$ cat config.mk
export PLATFORM = sky130hd
export DESIGN_NAME = adder_rr_arbiter
export DESIGN_NICKNAME = d
export VERILOG_FILES = /design/src/rtl/adder_rr_arbiter.sv
export SDC_FILE = /design/constraint.sdc
export NUM_CORES = 1
export LEC_CHECK = 0
export ABC_CLOCK_PERIOD_IN_PS = 5800
export CAP_MARGIN = 10
export CORE_MARGIN = 2
export CORE_UTILIZATION = 55
export CTS_BUF_LIST = sky130_fd_sc_hd__clkbuf_16
export CTS_CLUSTER_DIAMETER = 100
export CTS_CLUSTER_SIZE = 14
export DETAILED_ROUTE_END_ITERATION = 10
export DONT_BUFFER_PORTS = 1
export HOLD_SLACK_MARGIN = 0.05
export MAX_ROUTING_LAYER = met4
export PLACE_DENSITY = 0.7
export SLEW_MARGIN = 10
export SYNTH_ARGS = -nofsm -noshare
export SYNTH_HDL_FRONTEND = slang
export SYNTH_SLANG_ARGS = --single-unit
$ cat constraint.sdc
create_clock -name clk -period 5.8 [get_ports clk]
set_input_delay 0.87 -clock clk [delete_from_list [all_inputs] [get_ports clk]]
set_output_delay 0.87 -clock clk [all_outputs]
set_load 0.05 [all_outputs]
$ cat src/rtl/adder_rr_arbiter.sv
// adder_rr_arbiter
//   Shares a single WIDTH-bit adder (a + b + cin, with carry-out) between
//   NUM_REQ requesters. A round-robin arbiter picks one valid requester per
//   cycle, and the result is held in one output register tagged with the
//   winner's index.
//
//   Optional build macro: ADDER_RR_ARBITER_SUB_EN
//     When defined, a per-requester req_sub input is added. A requester with
//     req_sub=1 gets a - b (a + ~b + 1), its req_cin is ignored, and
//     rsp_cout=1 then means "no borrow".
//
// Ports
//   clk        in   clock, rising edge
//   rst        in   synchronous active-high reset
//   req_valid  in   [NUM_REQ]        request valid per requester
//   req_ready  out  [NUM_REQ]        one-hot (or zero) accept
//   req_a      in   [NUM_REQ*WIDTH]  operand A, requester i at [i*WIDTH +: WIDTH]
//   req_b      in   [NUM_REQ*WIDTH]  operand B, same packing
//   req_cin    in   [NUM_REQ]        carry-in per requester
//   req_sub    in   [NUM_REQ]        subtract select (only with the macro)
//   rsp_valid  out  result register holds a valid result
//   rsp_ready  in   consumer accepts the result
//   rsp_id     out  [ID_W]   winning requester index
//   rsp_sum    out  [WIDTH]  sum modulo 2^WIDTH
//   rsp_cout   out  carry-out of the add
//
// State | meaning
//   ST_EMPTY | no result held, rsp_valid=0
//   ST_FULL  | result register valid, rsp_valid=1

module adder_rr_arbiter #(
  parameter int NUM_REQ = 4,
  parameter int WIDTH   = 16,
  parameter int ID_W    = 2
) (
  input  logic                     clk,
  input  logic                     rst,
  input  logic [NUM_REQ-1:0]       req_valid,
  output logic [NUM_REQ-1:0]       req_ready,
  input  logic [NUM_REQ*WIDTH-1:0] req_a,
  input  logic [NUM_REQ*WIDTH-1:0] req_b,
  input  logic [NUM_REQ-1:0]       req_cin,
`ifdef ADDER_RR_ARBITER_SUB_EN
  input  logic [NUM_REQ-1:0]       req_sub,
`endif
  output logic                     rsp_valid,
  input  logic                     rsp_ready,
  output logic [ID_W-1:0]          rsp_id,
  output logic [WIDTH-1:0]         rsp_sum,
  output logic                     rsp_cout
);

  typedef enum logic {ST_EMPTY = 1'b0, ST_FULL = 1'b1} state_t;

  state_t          state, state_nxt;
  logic [ID_W-1:0] ptr, ptr_nxt;
  logic [ID_W-1:0] grant_idx;
  logic            grant_found;
  logic            grant_vld;
  logic            can_accept;
  logic [WIDTH-1:0] op_a, op_b;
  logic            op_cin;
  logic [WIDTH:0]  sum_full;

  // Round-robin search starting at ptr; the first hit wins.
  always_comb begin
    int idx;
    grant_idx   = '0;
    grant_found = 1'b0;
    for (int k = 0; k < NUM_REQ; k++) begin
      idx = int'(ptr) + k;
      if (idx >= NUM_REQ) idx = idx - NUM_REQ;
      if (!grant_found && req_valid[idx]) begin
        grant_found = 1'b1;
        grant_idx   = ID_W'(idx);
      end
    end
  end

  // Operand mux for the single shared adder.
  always_comb begin
    op_a   = '0;
    op_b   = '0;
    op_cin = 1'b0;
    for (int i = 0; i < NUM_REQ; i++) begin
      if (grant_idx == ID_W'(i)) begin
        op_a   = req_a[i*WIDTH +: WIDTH];
        op_b   = req_b[i*WIDTH +: WIDTH];
        op_cin = req_cin[i];
`ifdef ADDER_RR_ARBITER_SUB_EN
        if (req_sub[i]) begin
          op_b   = ~req_b[i*WIDTH +: WIDTH];
          op_cin = 1'b1;
        end
`endif
      end
    end
    sum_full = {1'b0, op_a} + {1'b0, op_b} + {{WIDTH{1'b0}}, op_cin};
  end

  // Next-state and handshake outputs. Reset gates all grants so nothing
  // transfers in a reset cycle.
  always_comb begin
    state_nxt  = state;
    ptr_nxt    = ptr;
    req_ready  = '0;
    can_accept = (state == ST_EMPTY) || rsp_ready;
    grant_vld  = can_accept && grant_found && !rst;
    for (int i = 0; i < NUM_REQ; i++) begin
      req_ready[i] = grant_vld && (grant_idx == ID_W'(i));
    end
    if (grant_vld) begin
      state_nxt = ST_FULL;
      ptr_nxt   = (grant_idx == ID_W'(NUM_REQ - 1)) ? '0 : grant_idx + 1'b1;
    end else if (state == ST_FULL && rsp_ready) begin
      state_nxt = ST_EMPTY;
    end
  end

  always_ff @(posedge clk) begin
    if (rst) begin
      state <= ST_EMPTY;
      ptr   <= '0;
    end else begin
      state <= state_nxt;
      ptr   <= ptr_nxt;
    end
  end

  // Result payload only changes on a grant; a plain drain leaves it intact.
  always_ff @(posedge clk) begin
    if (rst) begin
      rsp_id   <= '0;
      rsp_sum  <= '0;
      rsp_cout <= 1'b0;
    end else if (grant_vld) begin
      rsp_id   <= grant_idx;
      rsp_sum  <= sum_full[WIDTH-1:0];
      rsp_cout <= sum_full[WIDTH];
    end
  end

  assign rsp_valid = (state == ST_FULL);

endmodule

==> results.rst, run 1 <==
.. list-table::
   :header-rows: 1

   * - Metric
     - Value
   * - Parity-gate share of the synthesized area counting xor and xnor cells
     - 0.00299
   * - Count of unresolved DRC violations after routing
     - 0
   * - Syn Inst Count
     - 448
   * - Top Ports
     - 163
   * - Tmin final
     - 4.51 ns
   * - Largest cells by area after synthesis
     - a21oi_1 16%, dfxtp_1 15%, nand2_1 9.6%
   * - Status
     - finished clean
   * - Type of the worst min-delay path
     - flop to flop
   * - Highest-delay cell along the critical path
     - a221oi_1
   * - Total negative slack
     - 0 ns
   * - Yosys top cell area share
     - 0.157
   * - Area share of and/or/nand/nor cells after synthesis
     - 0.328
   * - Unrepaired setup endpoints after global routing
     - no
   * - Core region area
     - 5110 um^2
   * - Fraction of final layout cells sized beyond drive strength 1
     - 0.0686
   * - Starting utilization of the core area
     - 0.573
   * - Maximum level of the CTS H-tree
     - 1
   * - Length in cells of the worst reg-to-reg path
     - 17
   * - Delay of the slowest cell on the worst path
     - 0.55 ns
   * - Commonest cells after routing, fill and taps aside
     - 92 x a21oi_1, 75 x nand2_1, 39 x o21ai_0
   * - Remaining global-route overflow
     - 0
   * - Overall routing resource usage
     - 0.279
   * - Footprint of the flip-flops and latches
     - 440 um^2
   * - Slew margin rel.
     - 0.586
   * - IO buf count
     - 0
   * - ANT nets after route
     - 0
   * - Number of diodes
     - 0
   * - CTS Buffer Depth
     - 2
   * - Period utilization
     - 0.778
   * - Filler Cells Inserted
     - 509
   * - Pin slew with the least headroom to its limit
     - 0.622 ns
   * - Leakage component of the power
     - 0.00113 uW
   * - Ys async rst share
     - 0
   * - CTS Buf Count
     - 3
   * - Highest achievable clock rate
     - 222 MHz
   * - Yosys top cell by area
     - a21oi_1
   * - Setup slack, reg-to-reg
     - 1.52 ns
   * - Critical path's most frequent cell
     - a21oi_1
   * - Largest net degree at the start of global routing
     - 49
   * - Worst Setup End Kind
     - flop
   * - Die Span Y
     - 76.9 um
   * - Most common cell after layout, fill and taps aside
     - a21oi_1
   * - Synthesis-stage register bit count
     - 22
   * - Dominant combinational cell family by area after synthesis
     - compound AO/OA/AOI/OAI gates
   * - Final setup violation count
     - 0
   * - Number of max-cap violations
     - 0
   * - Mean Syn Cell Area
     - 6.53 um^2
   * - Max Clock Skew
     - 0.00411 ns
   * - Largest vdd supply drop
     - 256 uV
   * - Mux share of post-synthesis cell area
     - 0
   * - DRT iter0 DRCs
     - 276
   * - Placed wire-length estimate
     - 6700 um
   * - Area growth from synthesis to final layout
     - 2.87%
   * - Area of the multi-input gates
     - 2310 um^2
   * - Critical Path AT
     - 4.69 ns
   * - Unique cell type count in the Yosys netlist
     - 52
   * - Count of yosys warnings during synthesis
     - 0
   * - Clock tree from TritonCTS
     - done
   * - Number of enable flip-flop cells after synthesis
     - 0
   * - DR pass1 iterations
     - 5
   * - Via count
     - 3159
   * - Instance count along the most critical hold path
     - 2
   * - Buffer and inverter count on the worst path
     - 2
   * - Max Fanout on Critical Path
     - 48
   * - Final-stage net count
     - 585
   * - Kind of critical path
     - input port to flop
   * - Power density over the cells
     - 455 nW/um^2
   * - Final-layout worst hold slack
     - 0.465 ns
   * - Worst Hold Launch
     - ptr[0]
   * - Arithmetic-cell share of the synthesized area counting full adders, half adders and majority gates
     - 0.0950
   * - Wirelength per Cell
     - 17.0 um
   * - Required time worst endpoint
     - 5.98 ns
   * - Primary flip-flop cell chosen by synthesis mapping
     - dfxtp_1
   * - Area of the mapped netlist
     - 2930 um^2
   * - Category of cells accounting for the largest share of critical-path delay
     - compound AO/OA/AOI/OAI gates
   * - Critical R2R Launch
     - ptr[0]
   * - Endpoint of the most critical register-to-register path
     - rsp_sum[14]
   * - Sort of element at the start of the critical path
     - input port
   * - Aggregate routed wire length
     - 8390 um
   * - Via count of the first global-routing pass
     - 2963
   * - Routability-driven placement congestion ratio
     - 0.956
   * - Post-cts resize count
     - 0
   * - Detailed-route vias per instance
     - 6.41
   * - Antenna violations before repair
     - 0
   * - Pins over their slew limit
     - 0
   * - Worst skew pair latency
     - 0.25 ns
   * - Post-CTS Hold Buffers
     - 0
   * - Number of setup buffers added after CTS
     - 0
   * - Sequential-to-total area share from yosys stat
     - 0.151
   * - Critical-path cell list
     - inv_1 -> a22o_1 -> a221oi_1 -> ha_1 -> buf_4 -> nand2_1 -> a21oi_1 -> a21oi_1 -> nor2_1 -> a21oi_1 -> fa_1 -> fa_1 -> nor2b_4 -> o31a_4 -> o211ai_1 -> a2111o_1 -> a31oi_1
   * - Number of rows created at floorplan
     - 26
   * - Worst Hold End
     - ptr[0]
   * - Die Area
     - 5920 um^2
   * - Synthesized netlist net count
     - 608
   * - Complex-gate fraction of the synthesized area
     - 0.362
   * - Root buffer selected by CTS
     - clkbuf_16
   * - Sink Count
     - 22
   * - Final number of hold-violating endpoints
     - 0
   * - Die W
     - 76.9 um
   * - Clock transition at the register clock pins on the worst setup and hold paths after CTS
     - 0.06 ns
   * - First-pass GRT wire length
     - 13500 um
report_power, final:
group	switching, uW	internal [uW]	total, uW	leakage (uW)
Combinational	483	322	805	0.000908
Sequential	218	206	424	0.000182
Clock	50.1	90.9	141	0.0000370
Total	751	619	1370	0.00113
stage by stage:
stage	instances	total power [uW]	area, um^2	setup slack, ns	utilization
floorplan	448	1060	2930	1.20	-
global placement	490	1210	2930	1.17	0.574
detailed placement	490	1220	2930	1.06	0.574
CTS	493	1370	3010	1.30	0.589
global route	493	1490	3010	0.926	0.589
finish	493	1370	3010	1.29	0.589
sequential cells by signal (all words and copies together) (netlist names):
name	cells
rsp_valid	1
rsp_sum	16
rsp_id	2
rsp_cout	1
ptr	2
cell usage after synthesis, drive strengths merged, types with 2 or more instances:
cell	number
a21oi	93
nand2	77
o21ai	40
nand3b	37
clkbuf	27
dfxtp	22
ha	19
nor2	16
nand3	13
and3	12
buf	9
inv	9
o211ai	9
or3	9
a211oi	7
nand2b	6
o21a	5
a21o	4
nor2b	4
nor4	3
a2111o	2
a31o	2
a31oi	2
and2	2
fa	2
nor3	2
o22ai	2
o31a	2
routing by layer:
layer	vias to the layer above	wire, um	part of all wire	GRT usage
met2	146	3950	0.47	0.477
met3	24	687	0.082	0.0565
met1	1406	3580	0.43	0.337
met5	-	0	0	-
met4	0	175	0.021	0.0691
li1	1583	-	-	-
worst max-delay path by stage:
stage	start	endpoint	slack, ns	cells past startpoint
2_1_floorplan	req_valid[2]	rsp_sum[14]	1.20	17
3_3_place_gp	req_valid[3]	rsp_sum[14]	1.17	17
3_5_place_dp	req_valid[3]	rsp_sum[14]	1.06	17
4_1_cts	req_valid[3]	rsp_sum[14]	1.30	17
5_1_grt	req_valid[3]	rsp_sum[14]	0.93	17
6_report	req_valid[3]	rsp_sum[14]	1.29	17
cell families (layout without fill, tap and decap cells):
family,after synthesis,after routing
AOI/OAI and AO/OA,178,178
xor gates and xnor gates,1,1
adders and majority gates,21,21
buffers and inverters,45,20
DFF,22,22
and+or+nand+nor,181,181
tightest hold or removal path, cell delays in order, from the launching register on:
cell	delay, ns
dfxtp_1	0.32
nand2_1	0.06
a21oi_1	0.05
cell type report:
class,instances,share of cell area
clock buffers,3,0.0249
well taps,70,0.0291
flip-flops and latches,22,0.146
inverters,9,0.0112
repair buffers,8,0.0200
multi-input cells,381,0.768
(Power assumes the default switching activity.)
==> inputs of run 2 (changes only) <==
--- a/config.mk
+++ b/config.mk
@@ -5,7 +5,7 @@
 export SDC_FILE = /design/constraint.sdc
 export NUM_CORES = 1
 export LEC_CHECK = 0
-export ABC_CLOCK_PERIOD_IN_PS = 5800
+export ABC_CLOCK_PERIOD_IN_PS = 3950
 export CAP_MARGIN = 10
 export CORE_MARGIN = 2
 export CORE_UTILIZATION = 55
@@ -16,7 +16,7 @@
 export DONT_BUFFER_PORTS = 1
 export HOLD_SLACK_MARGIN = 0.05
 export MAX_ROUTING_LAYER = met4
-export PLACE_DENSITY = 0.7
+export PLACE_DENSITY = 0.73
 export SLEW_MARGIN = 10
 export SYNTH_ARGS = -nofsm -noshare
 export SYNTH_HDL_FRONTEND = slang
==> constraint.sdc (replaced) <==
create_clock -name clk -period 3.95 [get_ports clk]
set_input_delay 0.5925 -clock clk [delete_from_list [all_inputs] [get_ports clk]]
set_output_delay 0.5925 -clock clk [all_outputs]
set_load 0.05 [all_outputs]
==> results.rst, run 2 (synthesized netlist as in run 1, its figures left out) <==
.. list-table::
   :header-rows: 1

   * - Metric
     - Value
   * - Largest net degree at the start of global routing
     - 47 (was 49)
   * - Setup slack, reg-to-reg
     - 0.24 ns (was 1.52 ns)
   * - CTS Buf Count
     - 3 (unchanged)
   * - Status
     - finished clean (unchanged)
   * - Max Clock Skew
     - 0.00520 ns (was 0.00411 ns)
   * - Number of diodes
     - 0 (unchanged)
   * - Delay of the slowest cell on the worst path
     - 0.45 ns (was 0.55 ns)
   * - Top routing layer in use
     - met4 (unchanged)
   * - Met3 WL
     - 760 um (was 687 um)
   * - Via count of the first global-routing pass
     - 3051 (was 2963)
   * - Count of unresolved DRC violations after routing
     - 0 (unchanged)
   * - IO buf count
     - 0 (unchanged)
   * - Remaining global-route overflow
     - 0 (unchanged)
   * - Max Fanout on Critical Path
     - 19 (was 48)
   * - Length in cells of the worst reg-to-reg path
     - 17 (unchanged)
   * - Clock transition at the register clock pins on the worst setup and hold paths after CTS
     - 0.06 ns (about the same)
   * - Leakage component of the power
     - 0.00121 uW (was 0.00113 uW)
   * - Worst Setup End Kind
     - flop (unchanged)
   * - Sort of element at the start of the critical path
     - flop (was input port)
   * - Slew margin rel.
     - 0.273 (was 0.586)
   * - Final-layout worst hold slack
     - 0.402 ns (was 0.465 ns)
   * - Power density over the cells
     - 682 nW/um^2 (was 455 nW/um^2)
   * - Met1 routed wirelength after detailed routing
     - 3560 um (was 3580 um)
   * - Highest-delay cell along the critical path
     - a2111o_1 (was a221oi_1)
   * - Sink Count
     - 22 (unchanged)
   * - Kind of critical path
     - flop to flop (was input port to flop)
   * - WL met2
     - 4030 um (was 3950 um)
   * - Post-CTS Hold Buffers
     - 0 (unchanged)
   * - Category of cells accounting for the largest share of critical-path delay
     - compound AO/OA/AOI/OAI gates (unchanged)
   * - Top Registers
     - rsp_sum: 16 flops, ptr: 2 flops, rsp_id: 2 flops (unchanged)
   * - Period utilization
     - 0.940
   * - Via count
     - 3220 (was 3159)
   * - Die Area
     - 5920 um^2 (unchanged)
   * - Number of setup buffers added after CTS
     - 0 (unchanged)
   * - Largest vdd supply drop
     - 466 uV (was 256 uV)
   * - Critical path's most frequent cell
     - a21oi_1 (unchanged)
   * - Highest achievable clock rate
     - 269 MHz
   * - Core region area
     - 5110 um^2 (unchanged)
   * - Fraction of final layout cells sized beyond drive strength 1
     - 0.108 (was 0.0686)
   * - Buffer and inverter count on the worst path
     - 1 (was 2)
   * - Pin slew with the least headroom to its limit
     - 1.09 ns (was 0.622 ns)
   * - Maximum level of the CTS H-tree
     - 1 (unchanged)
   * - Instance count along the most critical hold path
     - 1 (was 2)
   * - Critical Path AT
     - 3.89 ns (was 4.69 ns)
   * - Commonest cells after routing, fill and taps aside
     - 91 x a21oi_1, 75 x nand2_1, 39 x o21ai_0 (was 92 x a21oi_1, 75 x nand2_1, 39 x o21ai_0)
   * - Starting utilization of the core area
     - 0.573 (unchanged)
   * - Final number of hold-violating endpoints
     - 0 (unchanged)
   * - Non-filler cells, final
     - 505 (was 493)
   * - Placed wire-length estimate
     - 6770 um (was 6700 um)
   * - Final setup violation count
     - 0 (unchanged)
   * - Worst Hold Launch
     - rst (was ptr[0])
   * - Top Ports
     - 163 (unchanged)
   * - Number of rows created at floorplan
     - 26 (unchanged)
   * - Required time worst endpoint
     - 4.13 ns (was 5.98 ns)
   * - Pins over their slew limit
     - 0 (unchanged)
   * - Critical-path cell list
     - a21oi_1 -> o21ai_0 -> a21oi_1 -> inv_1 -> ha_4 -> nand3b_1 -> a21oi_2 -> a21oi_1 -> nor2_1 -> a21oi_1 -> fa_2 -> fa_2 -> nor2b_4 -> o31a_4 -> o211ai_1 -> a2111o_1 -> a31oi_1 (was inv_1 -> a22o_1 -> a221oi_1 -> ha_1 -> buf_4 -> nand2_1 -> a21oi_1 -> a21oi_1 -> nor2_1 -> a21oi_1 -> fa_1 -> fa_1 -> nor2b_4 -> o31a_4 -> o211ai_1 -> a2111o_1 -> a31oi_1)
   * - Worst setup path startpoint
     - ptr[1] (was req_valid[3])
   * - Power, Total
     - 2180 uW (was 1370 uW)
   * - ANT nets after route
     - 0 (unchanged)
   * - Final-stage net count
     - 596 (was 585)
   * - Post-route setup slack
     - 0.237 ns (was 1.29 ns)
   * - Register with the highest flop count
     - rsp_sum (unchanged)
   * - Most common cell after layout, fill and taps aside
     - a21oi_1 (unchanged)
   * - Wirelength per Cell
     - 16.9 um (was 17.0 um)
   * - DR pass1 iterations
     - 5 (unchanged)
   * - Overall routing resource usage
     - 0.283 (was 0.279)
   * - Die Span Y
     - 76.9 um (unchanged)
   * - Routability-driven placement congestion ratio
     - 0.940 (was 0.956)
   * - Setup Slack @ Placement
     - -0.0611 ns (was 1.06 ns)
   * - Endpoint of the most critical register-to-register path
     - rsp_sum[14] (unchanged)
   * - Worst Hold End
     - rsp_valid (was ptr[0])
   * - Root buffer selected by CTS
     - clkbuf_16 (unchanged)
   * - Instance count after placement with tap cells included
     - 501 (was 490)
   * - Worst skew pair latency
     - 0.25 ns (about the same)
   * - Detailed-route vias per instance
     - 6.38 (was 6.41)
   * - Critical R2R Launch
     - ptr[1] (was ptr[0])
   * - Clock tree from TritonCTS
     - done (unchanged)
   * - Area growth from synthesis to final layout
     - 9.37% (was 2.87%)
   * - Aggregate routed wire length
     - 8540 um (was 8390 um)
   * - Filler Cells Inserted
     - 494 (was 509)
   * - Number of max-cap violations
     - 0 (unchanged)
   * - Type of the worst min-delay path
     - input port to flop (was flop to flop)
   * - CTS Buffer Depth
     - 2 (unchanged)
   * - Die W
     - 76.9 um (unchanged)
   * - Max FFs per register
     - 16 (unchanged)
   * - Tmin final
     - 3.71 ns
   * - First-pass GRT wire length
     - 13700 um (was 13500 um)
   * - Antenna violations before repair
     - 0 (unchanged)
   * - DRT iter0 DRCs
     - 234 (was 276)
==> run 2: changes by cell type in the layout (fill, tap and decap cells not counted) <==
cell and change:
buf_4 +8, buf_12 +3, fa_1 -2, fa_2 +2, ha_1 -2, ha_4 +2
a21oi_1 -1, a21oi_2 +1, a221oi_1 -1, a221oi_2 +1, bufinv_16 +1
==> run 2: through the flow <==
stage          cell area, um^2  TNS, ns  utilization
5_1_grt                   3200  -0.0183        0.626
3_3_place_gp              3070        0        0.601
6_report                  3200        0        0.626
3_5_place_dp              3070  -0.0962        0.601
2_1_floorplan             2940        0            -
4_1_cts                   3170        0        0.621
==> run 2: worst reg2reg max path, delay by kind of cell, from the launching register on <==
kind	cells	cell delay, ns
AO/OA/AOI/OAI	10	1.65
adder cells (fa/ha/maj)	3	1.05
buffers and inverters	1	0.14
flip-flops	1	0.35
AND/OR/NAND/NOR	3	0.45
==> run 2: worst max path at each step <==
stage,endpoint,slack (ns),depth (start not counted)
finish,rsp_sum[14],0.24,17
global route,rsp_sum[14],-0.02,17
CTS,rsp_sum[14],0.12,17
detailed placement,rsp_sum[14],-0.06,16
global placement,rsp_sum[6],0.002,15
floorplan,rsp_sum[14],0.04,18
==> run 2: layer usage <==
metal | GRT usage | up-vias
li1 | - | 1600
met1 | 0.333 | 1436
met2 | 0.475 | 158
met3 | 0.0753 | 26
met4 | 0.0782 | 0
met5 | - | -
==> run 2: final cells by class <==
type                            instances  area (um^2)  area share
Clock inverter                          1         30.0     0.00939
Multi-Input combinational cell        381         2350       0.735
Clock buffer                            3         75.1      0.0235
Inverter                                9         33.8      0.0106
Timing Repair Buffer                   19          180      0.0563
Sequential cell                        22          440       0.138
Tap cell                               70         87.6      0.0274
==> run 2: timing repair <==
action / in CTS / in global routing
gates resized for setup: 0 / 4
endpoints found under the hold margin: 0 / 0
endpoints found under the setup margin: 0 / 8
==> run 2: power by group <==
group / switching (uW) / internal [uW]
registers: 319 / 302
clock network: 75.7 / 201
logic: 734 / 551
total: 1130 / 1050
==> inputs of run 3 (changes only) <==
--- a/config.mk
+++ b/config.mk
@@ -6,17 +6,17 @@
 export NUM_CORES = 1
 export LEC_CHECK = 0
 export ABC_CLOCK_PERIOD_IN_PS = 3950
+export BUFFER_PORTS_ARGS = -buffer_cell sky130_fd_sc_hd__buf_2
 export CAP_MARGIN = 10
 export CORE_MARGIN = 2
-export CORE_UTILIZATION = 55
+export CORE_UTILIZATION = 41
 export CTS_BUF_LIST = sky130_fd_sc_hd__clkbuf_16
 export CTS_CLUSTER_DIAMETER = 100
 export CTS_CLUSTER_SIZE = 14
 export DETAILED_ROUTE_END_ITERATION = 10
-export DONT_BUFFER_PORTS = 1
 export HOLD_SLACK_MARGIN = 0.05
 export MAX_ROUTING_LAYER = met4
-export PLACE_DENSITY = 0.73
+export PLACE_DENSITY = 0.78
 export SLEW_MARGIN = 10
 export SYNTH_ARGS = -nofsm -noshare
 export SYNTH_HDL_FRONTEND = slang
==> results.rst, run 3 (synthesized netlist as in run 1, its figures left out) <==
.. list-table::
   :header-rows: 1

   * - Metric
     - Value
   * - First-pass GRT wire length
     - 16900 um (was 13700 um)
   * - Worst setup path startpoint
     - req_valid[3] (was ptr[1])
   * - Sort of element at the start of the critical path
     - input port (was flop)
   * - Critical Path AT
     - 3.88 ns (was 3.89 ns)
   * - Most common cell after layout, fill and taps aside
     - buf_2 (was a21oi_1)
   * - Final-stage net count
     - 795 (was 596)
   * - Register with the highest flop count
     - rsp_sum (unchanged)
   * - Number of max-cap violations
     - 0 (unchanged)
   * - Pins over their slew limit
     - 0 (unchanged)
   * - Endpoint of the most critical register-to-register path
     - rsp_sum[14] (unchanged)
   * - Top routing layer in use
     - met4 (unchanged)
   * - Max Fanout on Critical Path
     - 6 (was 19)
   * - Post-cts resize count
     - 0 (unchanged)
   * - Die Area
     - 7830 um^2 (was 5920 um^2)
   * - Final number of hold-violating endpoints
     - 0 (unchanged)
   * - Pin slew with the least headroom to its limit
     - 0.661 ns (was 1.09 ns)
   * - Slew margin rel.
     - 0.559 (was 0.273)
   * - Via count
     - 3989 (was 3220)
   * - Area growth from synthesis to final layout
     - 46.7% (was 9.37%)
   * - Overall routing resource usage
     - 0.283 (about the same)
   * - Length in cells of the worst reg-to-reg path
     - 18 (was 17)
   * - Commonest cells after routing, fill and taps aside
     - 162 x buf_2, 91 x a21oi_1, 75 x nand2_1 (was 91 x a21oi_1, 75 x nand2_1, 39 x o21ai_0)
   * - ANT nets after route
     - 0 (unchanged)
   * - Count of unresolved DRC violations after routing
     - 0 (unchanged)
   * - Final setup violation count
     - 0 (unchanged)
   * - Top Ports
     - 163 (unchanged)
   * - Root buffer selected by CTS
     - clkbuf_16 (unchanged)
   * - Number of diodes
     - 0 (unchanged)
   * - Setup slack, reg-to-reg
     - 0.29 ns (was 0.24 ns)
   * - Wirelength per Cell
     - 15.0 um (was 16.9 um)
   * - Post-CTS Hold Buffers
     - 0 (unchanged)
   * - Non-filler cells, final
     - 730 (was 505)
   * - Die Span Y
     - 88.5 um (was 76.9 um)
   * - Aggregate routed wire length
     - 10900 um (was 8540 um)
   * - Max FFs per register
     - 16 (unchanged)
   * - DR pass1 iterations
     - 4 (was 5)
   * - Total negative slack
     - 0 ns (unchanged)
   * - Timing endpoint of the critical path
     - rsp_sum[14] (unchanged)
   * - Highest achievable clock rate
     - 271 MHz (was 269 MHz)
   * - Maximum level of the CTS H-tree
     - 1 (unchanged)
   * - Placed wire-length estimate
     - 8900 um (was 6770 um)
   * - Tmin final
     - 3.70 ns (was 3.71 ns)
   * - Remaining global-route overflow
     - 0 (unchanged)
   * - Sink Count
     - 22 (unchanged)
   * - Starting utilization of the core area
     - 0.428 (was 0.573)
   * - Worst skew pair latency
     - 0.26 ns (was 0.25 ns)
   * - WL met2
     - 5360 um (was 4030 um)
   * - Top Registers
     - rsp_sum: 16 flops, ptr: 2 flops, rsp_id: 2 flops (unchanged)
   * - Period utilization
     - 0.936 (was 0.940)
   * - Antenna violations before repair
     - 0 (unchanged)
   * - Final-layout worst hold slack
     - 0.447 ns (was 0.402 ns)
   * - Clock transition at the register clock pins on the worst setup and hold paths after CTS
     - 0.06 ns (about the same)
   * - Clock tree from TritonCTS
     - done (unchanged)
   * - Core region area
     - 6830 um^2 (was 5110 um^2)
   * - Detailed-route vias per instance
     - 5.46 (was 6.38)
   * - Leakage component of the power
     - 0.00204 uW (was 0.00121 uW)
   * - Via count of the first global-routing pass
     - 3804 (was 3051)
   * - IO buf count
     - 162 (was 0)
   * - Type of the worst min-delay path
     - flop to flop (was input port to flop)
   * - Max Clock Skew
     - 0.00265 ns (was 0.00520 ns)
   * - Critical R2R Launch
     - ptr[1] (unchanged)
   * - Die W
     - 88.5 um (was 76.9 um)
   * - Number of setup buffers added after CTS
     - 0 (unchanged)
   * - Met3 WL
     - 652 um (was 760 um)
   * - Instance count after placement with tap cells included
     - 726 (was 501)
   * - Met1 routed wirelength after detailed routing
     - 4550 um (was 3560 um)
   * - Power, Total
     - 2480 uW (was 2180 uW)
   * - Fraction of final layout cells sized beyond drive strength 1
     - 0.386 (was 0.108)
   * - Largest net degree at the start of global routing
     - 40 (was 47)
   * - Power density over the cells
     - 578 nW/um^2 (was 682 nW/um^2)
   * - CTS Buffer Depth
     - 2 (unchanged)
   * - Number of rows created at floorplan
     - 30 (was 26)
   * - CTS Buf Count
     - 3 (unchanged)
   * - Required time worst endpoint
     - 4.14 ns (was 4.13 ns)
   * - Largest vdd supply drop
     - 279 uV (was 466 uV)
   * - Worst Setup End Kind
     - flop (unchanged)
   * - Status
     - finished clean (unchanged)
   * - DRT iter0 DRCs
     - 179 (was 234)
   * - Kind of critical path
     - input port to flop (was flop to flop)
   * - Routability-driven placement congestion ratio
     - 0.938 (was 0.940)
run 3: changes by cell type in the layout (fill, tap and decap cells not counted), sizes merged:
cell,change
buf,+199
bufinv,-1
clkinv,+1
run 3: layout make-up:
| type | count | area, um^2 |
|---|---|---|
| Sequential cell | 22 | 440 |
| Clock buffer | 3 | 75.1 |
| Clock inverter | 1 | 3.75 |
| Tap cell | 96 | 120 |
| Multi-Input combinational cell | 381 | 2360 |
| Fill cell | 658 | 2540 |
| Timing Repair Buffer | 218 | 1260 |
| Inverter | 9 | 33.8 |
run 3: report_power, final:
| group | total, uW | leakage (uW) | internal [uW] | switching [uW] |
|---|---|---|---|---|
| clock | 218 | 0.0000385 | 135 | 83.1 |
| sequential | 345 | 0.000182 | 302 | 42.7 |
| combinational | 1920 | 0.00182 | 802 | 1120 |
run 3: stage by stage:
step	setup WS, ns	utilization	cell area (um^2)
after floorplan	0.0395	-	2940
after global placement	-0.0163	0.611	4180
after detailed placement	-0.0870	0.611	4180
after CTS	0.172	0.623	4260
after global routing	-0.0165	0.628	4290
final	0.254	0.628	4290
run 3: per-layer routing:
metal,vias to the layer above,track usage
met5,-,-
met1,1802,0.312
li1,2003,-
met4,0,0.0992
met2,152,0.512
met3,32,0.0485
run 3: how the worst min path moves through the flow:
stage	start	depth (start not counted)	to	slack [ns]
6_report	rsp_sum[5]	2	rsp_sum[5]	0.45
5_1_grt	rsp_sum[5]	2	rsp_sum[5]	0.48
2_1_floorplan	ptr[0]	2	ptr[0]	0.44
4_1_cts	rsp_sum[5]	2	rsp_sum[5]	0.45
3_5_place_dp	rsp_sum[5]	2	rsp_sum[5]	0.44
3_3_place_gp	rsp_sum[5]	2	rsp_sum[5]	0.44
run 3: worst max-delay path: stages:
cell      delay (ns)
buf_2           0.11
inv_1           0.06
a22o_1          0.21
a221oi_4        0.34
inv_1           0.15
ha_2            0.26
a21oi_1         0.16
a21oi_1         0.06
nor2_1          0.10
a21oi_1         0.07
fa_2            0.39
fa_2            0.38
nor2b_4         0.13
o31a_4          0.16
o211ai_1        0.14
a2111o_1        0.44
a31oi_1         0.15
